$ cat config.mk
export PLATFORM = sky130hd
export DESIGN_NAME = approx_mult_pipe_flat
export DESIGN_NICKNAME = d
export VERILOG_FILES = /design/src/rtl/approx_mult_pipe_if.sv /design/src/rtl/approx_mult_pipe.sv /design/src/flat_wrapper.sv
export SDC_FILE = /design/constraint.sdc
export NUM_CORES = 1
export LEC_CHECK = 0
export ABC_AREA = 1
export BUFFER_PORTS_ARGS = -buffer_cell sky130_fd_sc_hd__buf_2
export CAP_MARGIN = 5
export CORE_ASPECT_RATIO = 1.4
export CORE_MARGIN = 1
export CORE_UTILIZATION = 35
export DETAILED_ROUTE_END_ITERATION = 16
export PLACE_DENSITY = 0.49
export SETUP_SLACK_MARGIN = 0.4
export SYNTH_ARGS = -nofsm -noshare
export SYNTH_HDL_FRONTEND = slang
export SYNTH_SLANG_ARGS = --single-unit
$ cat constraint.sdc
create_clock -name clk -period 9.1 [get_ports clk]
set_clock_uncertainty 0.1 [all_clocks]
set_input_delay 1.365 -clock clk [delete_from_list [all_inputs] [get_ports clk]]
set_output_delay 1.365 -clock clk [all_outputs]
set_load 0.02 [all_outputs]
$ cat src/rtl/approx_mult_pipe_if.sv
// Handshake bundle for the pipelined approximate multiplier.
// The slave side is the multiplier itself; the master side is whoever feeds it
// operands and consumes its products.
interface approx_mult_pipe_if #(
   parameter int W     = 8,
   parameter int CNT_W = 16
);
   logic                 in_valid;
   logic                 in_ready;
   logic [W-1:0]         in_x;
   logic [W-1:0]         in_y;
   logic                 in_mode;
   logic                 out_valid;
   logic                 out_ready;
   logic [2*W-1:0]       out_z;
   logic                 out_mode;
   logic [CNT_W-1:0]     approx_cnt;

   modport master (
      output in_valid,
      output in_x,
      output in_y,
      output in_mode,
      output out_ready,
      input  in_ready,
      input  out_valid,
      input  out_z,
      input  out_mode,
      input  approx_cnt
   );

   modport slave (
      input  in_valid,
      input  in_x,
      input  in_y,
      input  in_mode,
      input  out_ready,
      output in_ready,
      output out_valid,
      output out_z,
      output out_mode,
      output approx_cnt
   );
endinterface

$ cat src/rtl/approx_mult_pipe.sv
// Three-stage pipelined W x W unsigned multiplier with a per-transaction choice
// between the exact product and an approximate one. In approximate mode the low
// L rows of the partial-product array are OR-compressed in pairs and every
// column below TRUNC coming from those rows is dropped; the upper rows are
// summed exactly. A single advance signal stalls the whole pipe (no bubble
// collapsing), and a saturating counter tracks approximate results delivered.
module approx_mult_pipe #(
   parameter int W     = 8,
   parameter int L     = 6,
   parameter int TRUNC = W - 1,
   parameter int CNT_W = 16
) (
   input logic               clk,
   input logic               rst,
   approx_mult_pipe_if.slave bus
);

   localparam logic [2*W-1:0]   KEEP_MASK = {(2*W){1'b1}} << TRUNC;
   localparam logic [CNT_W-1:0] CNT_MAX   = '1;

   logic             adv;

   logic             v1;
   logic [W-1:0]     x1;
   logic [W-1:0]     y1;
   logic             m1;

   logic             v2;
   logic [2*W-1:0]   e2;
   logic [2*W-1:0]   a2;
   logic             m2;

   logic             v3;
   logic [2*W-1:0]   z3;
   logic             m3;

   logic [CNT_W-1:0] cnt;

   logic [2*W-1:0]   y_ext;
   logic [2*W-1:0]   e_comb;
   logic [2*W-1:0]   a_comb;
   logic [2*W-1:0]   exact_comb;
   logic [2*W-1:0]   pair_lo;
   logic [2*W-1:0]   pair_hi;
   logic [W-1:0]     x_sh;

   // The pipe moves whenever the output slot is empty or being drained.
   assign adv            = !v3 || bus.out_ready;
   assign bus.in_ready   = adv;
   assign bus.out_valid  = v3;
   assign bus.out_z      = z3;
   assign bus.out_mode   = m3;
   assign bus.approx_cnt = cnt;

   assign y_ext = {{W{1'b0}}, y1};

   // Build the exact upper-row sum E, the OR-compressed low-row sum A, and the
   // full exact product from the operands held in stage 1.
   always_comb begin
      e_comb     = '0;
      a_comb     = '0;
      pair_lo    = '0;
      pair_hi    = '0;
      x_sh       = '0;
      exact_comb = {{W{1'b0}}, x1} * y_ext;
      for (int i = L; i < W; i++) begin
         x_sh = x1 >> i;
         if (x_sh[0]) begin
            e_comb = e_comb + (y_ext << i);
         end
      end
      for (int k = 0; k < L / 2; k++) begin
         x_sh    = x1 >> (2 * k);
         pair_lo = x_sh[0] ? (y_ext << (2 * k)) : '0;
         pair_hi = x_sh[1] ? (y_ext << (2 * k + 1)) : '0;
         a_comb  = a_comb + ((pair_lo | pair_hi) & KEEP_MASK);
      end
   end

   // Stage 1: capture the operands and mode tag alongside the input valid.
   always_ff @(posedge clk or posedge rst) begin
      if (rst) begin
         v1 <= 1'b0;
         x1 <= '0;
         y1 <= '0;
         m1 <= 1'b0;
      end else if (adv) begin
         v1 <= bus.in_valid;
         x1 <= bus.in_x;
         y1 <= bus.in_y;
         m1 <= bus.in_mode;
      end
   end

   // Stage 2: hold E and A for approximate transactions, or the exact product
   // (with A forced to zero) so stage 3 can use one adder for both modes.
   always_ff @(posedge clk or posedge rst) begin
      if (rst) begin
         v2 <= 1'b0;
         e2 <= '0;
         a2 <= '0;
         m2 <= 1'b0;
      end else if (adv) begin
         v2 <= v1;
         m2 <= m1;
         if (m1) begin
            e2 <= e_comb;
            a2 <= a_comb;
         end else begin
            e2 <= exact_comb;
            a2 <= '0;
         end
      end
   end

   // Stage 3: final sum; this register drives the result bus directly so it
   // stays frozen while the consumer stalls.
   always_ff @(posedge clk or posedge rst) begin
      if (rst) begin
         v3 <= 1'b0;
         z3 <= '0;
         m3 <= 1'b0;
      end else if (adv) begin
         v3 <= v2;
         z3 <= e2 + a2;
         m3 <= m2;
      end
   end

   // Count approximate results actually handed off, sticking at all-ones.
   always_ff @(posedge clk or posedge rst) begin
      if (rst) begin
         cnt <= '0;
      end else if (v3 && bus.out_ready && m3 && (cnt != CNT_MAX)) begin
         cnt <= cnt + CNT_W'(1);
      end
   end

endmodule

$ cat src/flat_wrapper.sv
// flat-port wrapper written by rule: the top's interface ports become plain ports
module approx_mult_pipe_flat 
#(
   parameter int W     = 8,
   parameter int L     = 6,
   parameter int TRUNC = W - 1,
   parameter int CNT_W = 16
)
  (clk, rst, bus_in_valid, bus_in_x, bus_in_y, bus_in_mode, bus_out_ready, bus_in_ready, bus_out_valid, bus_out_z, bus_out_mode, bus_approx_cnt);
  approx_mult_pipe_if #(.W(W), .CNT_W(CNT_W)) bus_i ();
  input logic clk;
  input logic rst;
  input wire logic [$bits(bus_i.in_valid)-1:0] bus_in_valid;
  input wire logic [$bits(bus_i.in_x)-1:0] bus_in_x;
  input wire logic [$bits(bus_i.in_y)-1:0] bus_in_y;
  input wire logic [$bits(bus_i.in_mode)-1:0] bus_in_mode;
  input wire logic [$bits(bus_i.out_ready)-1:0] bus_out_ready;
  output wire logic [$bits(bus_i.in_ready)-1:0] bus_in_ready;
  output wire logic [$bits(bus_i.out_valid)-1:0] bus_out_valid;
  output wire logic [$bits(bus_i.out_z)-1:0] bus_out_z;
  output wire logic [$bits(bus_i.out_mode)-1:0] bus_out_mode;
  output wire logic [$bits(bus_i.approx_cnt)-1:0] bus_approx_cnt;
  assign bus_i.in_valid = bus_in_valid;
  assign bus_i.in_x = bus_in_x;
  assign bus_i.in_y = bus_in_y;
  assign bus_i.in_mode = bus_in_mode;
  assign bus_i.out_ready = bus_out_ready;
  assign bus_in_ready = bus_i.in_ready;
  assign bus_out_valid = bus_i.out_valid;
  assign bus_out_z = bus_i.out_z;
  assign bus_out_mode = bus_i.out_mode;
  assign bus_approx_cnt = bus_i.approx_cnt;
  approx_mult_pipe #(.W(W), .L(L), .TRUNC(TRUNC), .CNT_W(CNT_W)) u_core (.clk(clk), .rst(rst), .bus(bus_i));
endmodule
* Word-level counts from Yosys, hierarchy flattened
Index checks and enable logic that the tools add are counted.
** Word-level totals
- Memory bits (read-only) :: 0
- Register bits :: 86
- Latch bits :: 0
- RAM bits :: 0
- Memories :: 0
** Cells by class
- Eq/ne operators :: 1
- Shift operators :: 0
- Bitwise operators :: 3
- Add/subtract/negate cells :: 5
- $mul :: 1
- Reductions and logical operators :: 5
- Div/mod/pow operators :: 0
- Multiplexer cells :: 10
- Magnitude comparators :: 0
** Operators with widths (count)
- $add A16 B16 Y16 :: 3
- $mux W16 :: 3
- $or A16 B16 Y16 :: 3
- $add A16 B1 Y16 const B :: 1
- $add A16 B15 Y16 :: 1
- $mul A8 B8 Y16 :: 1
- $ne A16 B16 Y1 const B :: 1
- $mux W14 :: 1
- $mux W13 :: 1
- $mux W12 :: 1
- $mux W11 :: 1
- $mux W10 :: 1
- $mux W9 :: 1
- $mux W8 :: 1
- $logic_and A1 B1 Y1 :: 3
- $logic_not A1 Y1 :: 1
- $logic_or A1 B1 Y1 :: 1

* Longest topological paths before layout
- Word-level depth :: 5
- Gate-level depth with buffers :: 21
- Mapped depth without buffers :: 20

* Least setup slack after synthesis
No wires, ideal clock.
- Path type :: register to register
- Start point :: register u_core.y1[7]
- End point :: register u_core.e2[10]
- Slack :: 4.950 ns
- Buffers on the path :: 1
- Library setup time :: 0.130 ns
- Data arrival time :: 3.920 ns
- Cell stages (with the launch flop) :: 18
- Path through :: dfrtp_1 clkbuf_1 nand2_1 fa_1 fa_1 inv_1 fa_1 inv_1 fa_1 inv_1 ha_1 nand2_1 nand2_1 nand2_1 nand2_1 a21oi_1 xor2_1 o21ai_0
** On the way
- Word-level cells in the longest chain between the ends :: 2
** Ends and longest elaborated chain
- from (decl) :: line approx_mult_pipe.sv:25 : logic [W-1:0] y1;
- from (signal assigned) :: line approx_mult_pipe.sv:90 : y1 <= bus.in_y;
- $mul A8 B8 Y16 :: line approx_mult_pipe.sv:65 : exact_comb = {{W{1'b0}}, x1} * y_ext;
- $mux W16 :: line approx_mult_pipe.sv:106 : if (m1) begin
- to (signal assigned) :: line approx_mult_pipe.sv:107 : e2 <= e_comb;
- to (signal assigned) :: line approx_mult_pipe.sv:110 : e2 <= exact_comb;
- to (decl) :: line approx_mult_pipe.sv:29 : logic [2*W-1:0] e2;
Every way passes these cells.
A chain may end at the register's enable or synchronous reset.

* Final worst setup path
- Start point :: register u_core.y1[7]
- End point :: register u_core.e2[13]
** On the way
- Word-level cells in the longest chain between the ends :: 4
- Elaborated cells on any way between the ends :: 5
- Classes of those cells :: 1 x add/sub; 1 x mul; 3 x mux
** Ends and longest elaborated chain (line)
- branches (longest 3 deep; another with $mul A8 B8 Y16)
- $mux W16 (*) :: approx_mult_pipe.sv:106
Mark *: on every way between the ends.

==> results.yml <==
clock_network:
  worstSkewPairLatency_ps: 340
  root_buffer_cell: "clkbuf_16"
  cts_hold_buffers: 0
  numCtsBuffers: 9
  cts_repair_resize_count: 0
  cts_buffer_depth: 2
  tritoncts: "built"
  postCtsSetupRepairBufs: 0
  tritoncts_num_sinks: 77
  clk_pin_slew_worst_paths_ps: 70
  ctsHtreeMaxLevel: 3
synth:
  synth_seq_cells: 77
  post-synth-top-area-fraction_pct: 29.4
  synth_area_leader_cell: "dfrtp_1"
  yosys_warnings: 0
  ys_types: 31
  synth-async-reset-ratio_pct: 100
  ys_seq_area_share_pct: 29.4
  syn-instance-count: 871
  synth_area_leaders: "dfrtp_1 29%, nand2_1 16%, fa_1 13%"
  synth-edff-count: 0
  synth.net_count: 994
  synthesis.area_per_instance_um2: 7.52
  netlist_area_um2: 6550
  synthFlopType: "dfrtp_1"
worst_setup_path:
  path_delay_family: "adder cells"
  critical_path_buf_inv_count: 3
  endpoint_kind: "flop"
  critPathSlowestCell: "dfrtp_1"
  timing.critical_path.slowest_cell_delay_ps: 650
  setup.worst_path.start_class: "flop"
  timing_worst_setup_path_type: "flop to flop"
  cp_data_arrival_time_ps: 4630
  critPathMaxFanout: 12
  crit_chain: "nand2_1 > fa_1 > fa_1 > inv_1 > fa_1 > inv_1 > fa_1 > inv_1 > ha_1 > nand2_1 > nor2_1 > o21ai_0 > nand4_1 > nand3_1 > nand3_1"
  crit_path_frequent_cell: "fa_1"
  worst_ep_required_time_ps: 9220
power:
  power.sequential.fraction_pct: 21.2
  vdd.ir_drop.worst_uv: 148
  cellLeakagePower_nw: 4.29
  p_sw_share_pct: 52.4
  p_switching_w: 0.00148
  power.density_cell_area_nw_per_um2: 386
  share_comb_of_total_power_pct: 66.1
  internal_power_w: 0.00135
  pwr-share-clk_pct: 12.7
status:
  status: "complete, no violations"
die:
  standard_cell_row_count: 58
  fp.dieH_um: 164
  io_pins: 56
  fp.coreArea_um2: 18100
  die_w_um: 118
  initial_core_utilization_pct: 36.1
  dieArea_um2: 19300
global_routing:
  grt_first_pass_wirelength_mm: 28.4
  grt.total_usage_pct: 18.9
  grt_max_degree: 55
  number_of_antenna_violations_at_the_first_check_in_global_routing: 0
  vias_in_the_first_global_route: 5588
  grt.overflow.total: 0
flow_run:
  cap_violations: 0
timing:
  final_hold_viol_count: 0
  worstMarginPinSlew_ps: 669
  period_needed_ps: 4510
  fin_tns_setup_ps: 0
  relSlewSlack_pct: 55.4
  setup_viol: 0
  final.setup.worst_slack_ps: 4590
  max_freq_mhz: 222
  post-route-period-util_pct: 49.5
  final_number_of_max_transition_violations: 0
  grt_setup_unrepaired: "false"
layout:
  most_used_cells_in_the_layout_excluding_fill_and_tap_cells: "280 x nand2_1, 166 x inv_1, 77 x dfrtp_1"
  area_growth_syn_to_layout_pct: 11.8
  final_layout_size_suffix_gt1_share_pct: 10.3
  layout_commonest_cell: "nand2_1"
  finish.net_count: 1035
  nFillCells: 1958
  antennaDiodeCount: 0
place:
  dp_slack_ps: 4610
  detailed_place_hpwl_mm: 13.2
  place.gp.congestion: 0.867
  io_buffer_count: 55
drt:
  drt_iter0_drc: 219
  post_drt_via_cell_ratio: 4.67
  finalWirelength_mm: 17.1
  drcViolationCount: 0
  routed_wire_length_per_instance_um: 14.7
  vias: 5404
  antenna_left: 0
  drtPass1Iterations: 6
min_path:
  min_path_type: "flop to flop"
[kinds of logic after synthesis]
logic type	after synthesis	share of synthesized area, %
AND/OR/NAND/NOR	386	24.1
buffers and inverters	199	11.7
adder cells (fa/ha/maj)	102	24.2
AO/OA/AOI/OAI	82	7.28
flip-flops	77	29.4
XOR/XNOR	25	3.34
[final cells by class]
class	count	area [µm²]	area share, %
Timing Repair Buffer	59	305	4.17
Tap cell	240	300	4.10
Inverter	170	639	8.74
Multi-Input combinational cell	595	3860	52.7
Sequential cell	77	1930	26.3
Clock inverter	7	65.1	0.889
Clock buffer	9	225	3.08
[power groups by stage]
stage	registers, W	clock network (W)	logic (W)
5_1_grt	0.000617	0.000384	0.00217
4_1_cts	0.000602	0.000371	0.00188
3_3_place_gp	0.000605	0	0.00188
6_report	0.000598	0.000360	0.00187
3_5_place_dp	0.000607	0	0.00187
2_1_floorplan	0.000596	0	0.00140
[cells in the mapped netlist (9+ instances only)]
cell / instances
xor2_1: 13
nand4_1: 9
xnor2_1: 12
clkbuf_1: 26
nand3_1: 38
ha_1: 61
nand2_1: 280
nor2_1: 42
o21ai_0: 31
a21oi_1: 26
inv_1: 168
fa_1: 41
dfrtp_1: 77
[state kept, by name, summed over array words and instances (netlist names)]
signal / count
u_core.y1: 8
u_core.bus.out_z: 16
u_core.bus.out_mode: 1
u_core.v2: 1
u_core.bus.approx_cnt: 16
u_core.m1: 1
u_core.e2: 16
u_core.v1: 1
u_core.bus.out_valid: 1
u_core.x1: 8
u_core.a2: 7
u_core.m2: 1
[stage by stage]
stage          cell area [µm²]  instances  hold WS [ps]  power (W)  util (%)
3_3_place_gp              7030       1141           337    0.00248      38.7
4_1_cts                   7320       1157           369    0.00286      40.3
2_1_floorplan             6550        871           320    0.00200         -
5_1_grt                   7320       1157           401    0.00317      40.3
6_report                  7320       1157           365    0.00283      40.3
3_5_place_dp              7030       1141           352    0.00248      38.7
[worst reg2reg max path, stage by stage (launching register included)]
cell and delay (ps):
dfrtp_1 650, nand2_1 200, fa_1 540, fa_1 550, inv_1 60, fa_1 530, inv_1 50, fa_1 520
inv_1 40, ha_1 370, nand2_1 150, nor2_1 60, o21ai_0 260, nand4_1 120, nand3_1 110, nand3_1 70
[path summary, 6_finish.rpt]
path,startpoint,to,slack [ps],cells past startpoint
setup / recovery,u_core.y1[7],u_core.e2[13],4590,15
hold / removal,u_core.v2,u_core.bus.out_valid,360,2
setup reg to reg,u_core.y1[7],u_core.e2[13],4590,15
hold reg to reg,u_core.v2,u_core.bus.out_valid,360,2
max in group asynchronous,rst,u_core.x1[1],6880,3
min in group asynchronous,rst,u_core.bus.out_z[13],950,2
[metal layers]
metal	wire, µm	vias up	global-route usage, %
met3	302	14	1.88
met1	7590	2581	22.9
li1	-	2751	-
met2	8950	58	35.6
met4	209	0	4.55
met5	0	-	0
Note: power is estimated with default switching activity, not from simulation.
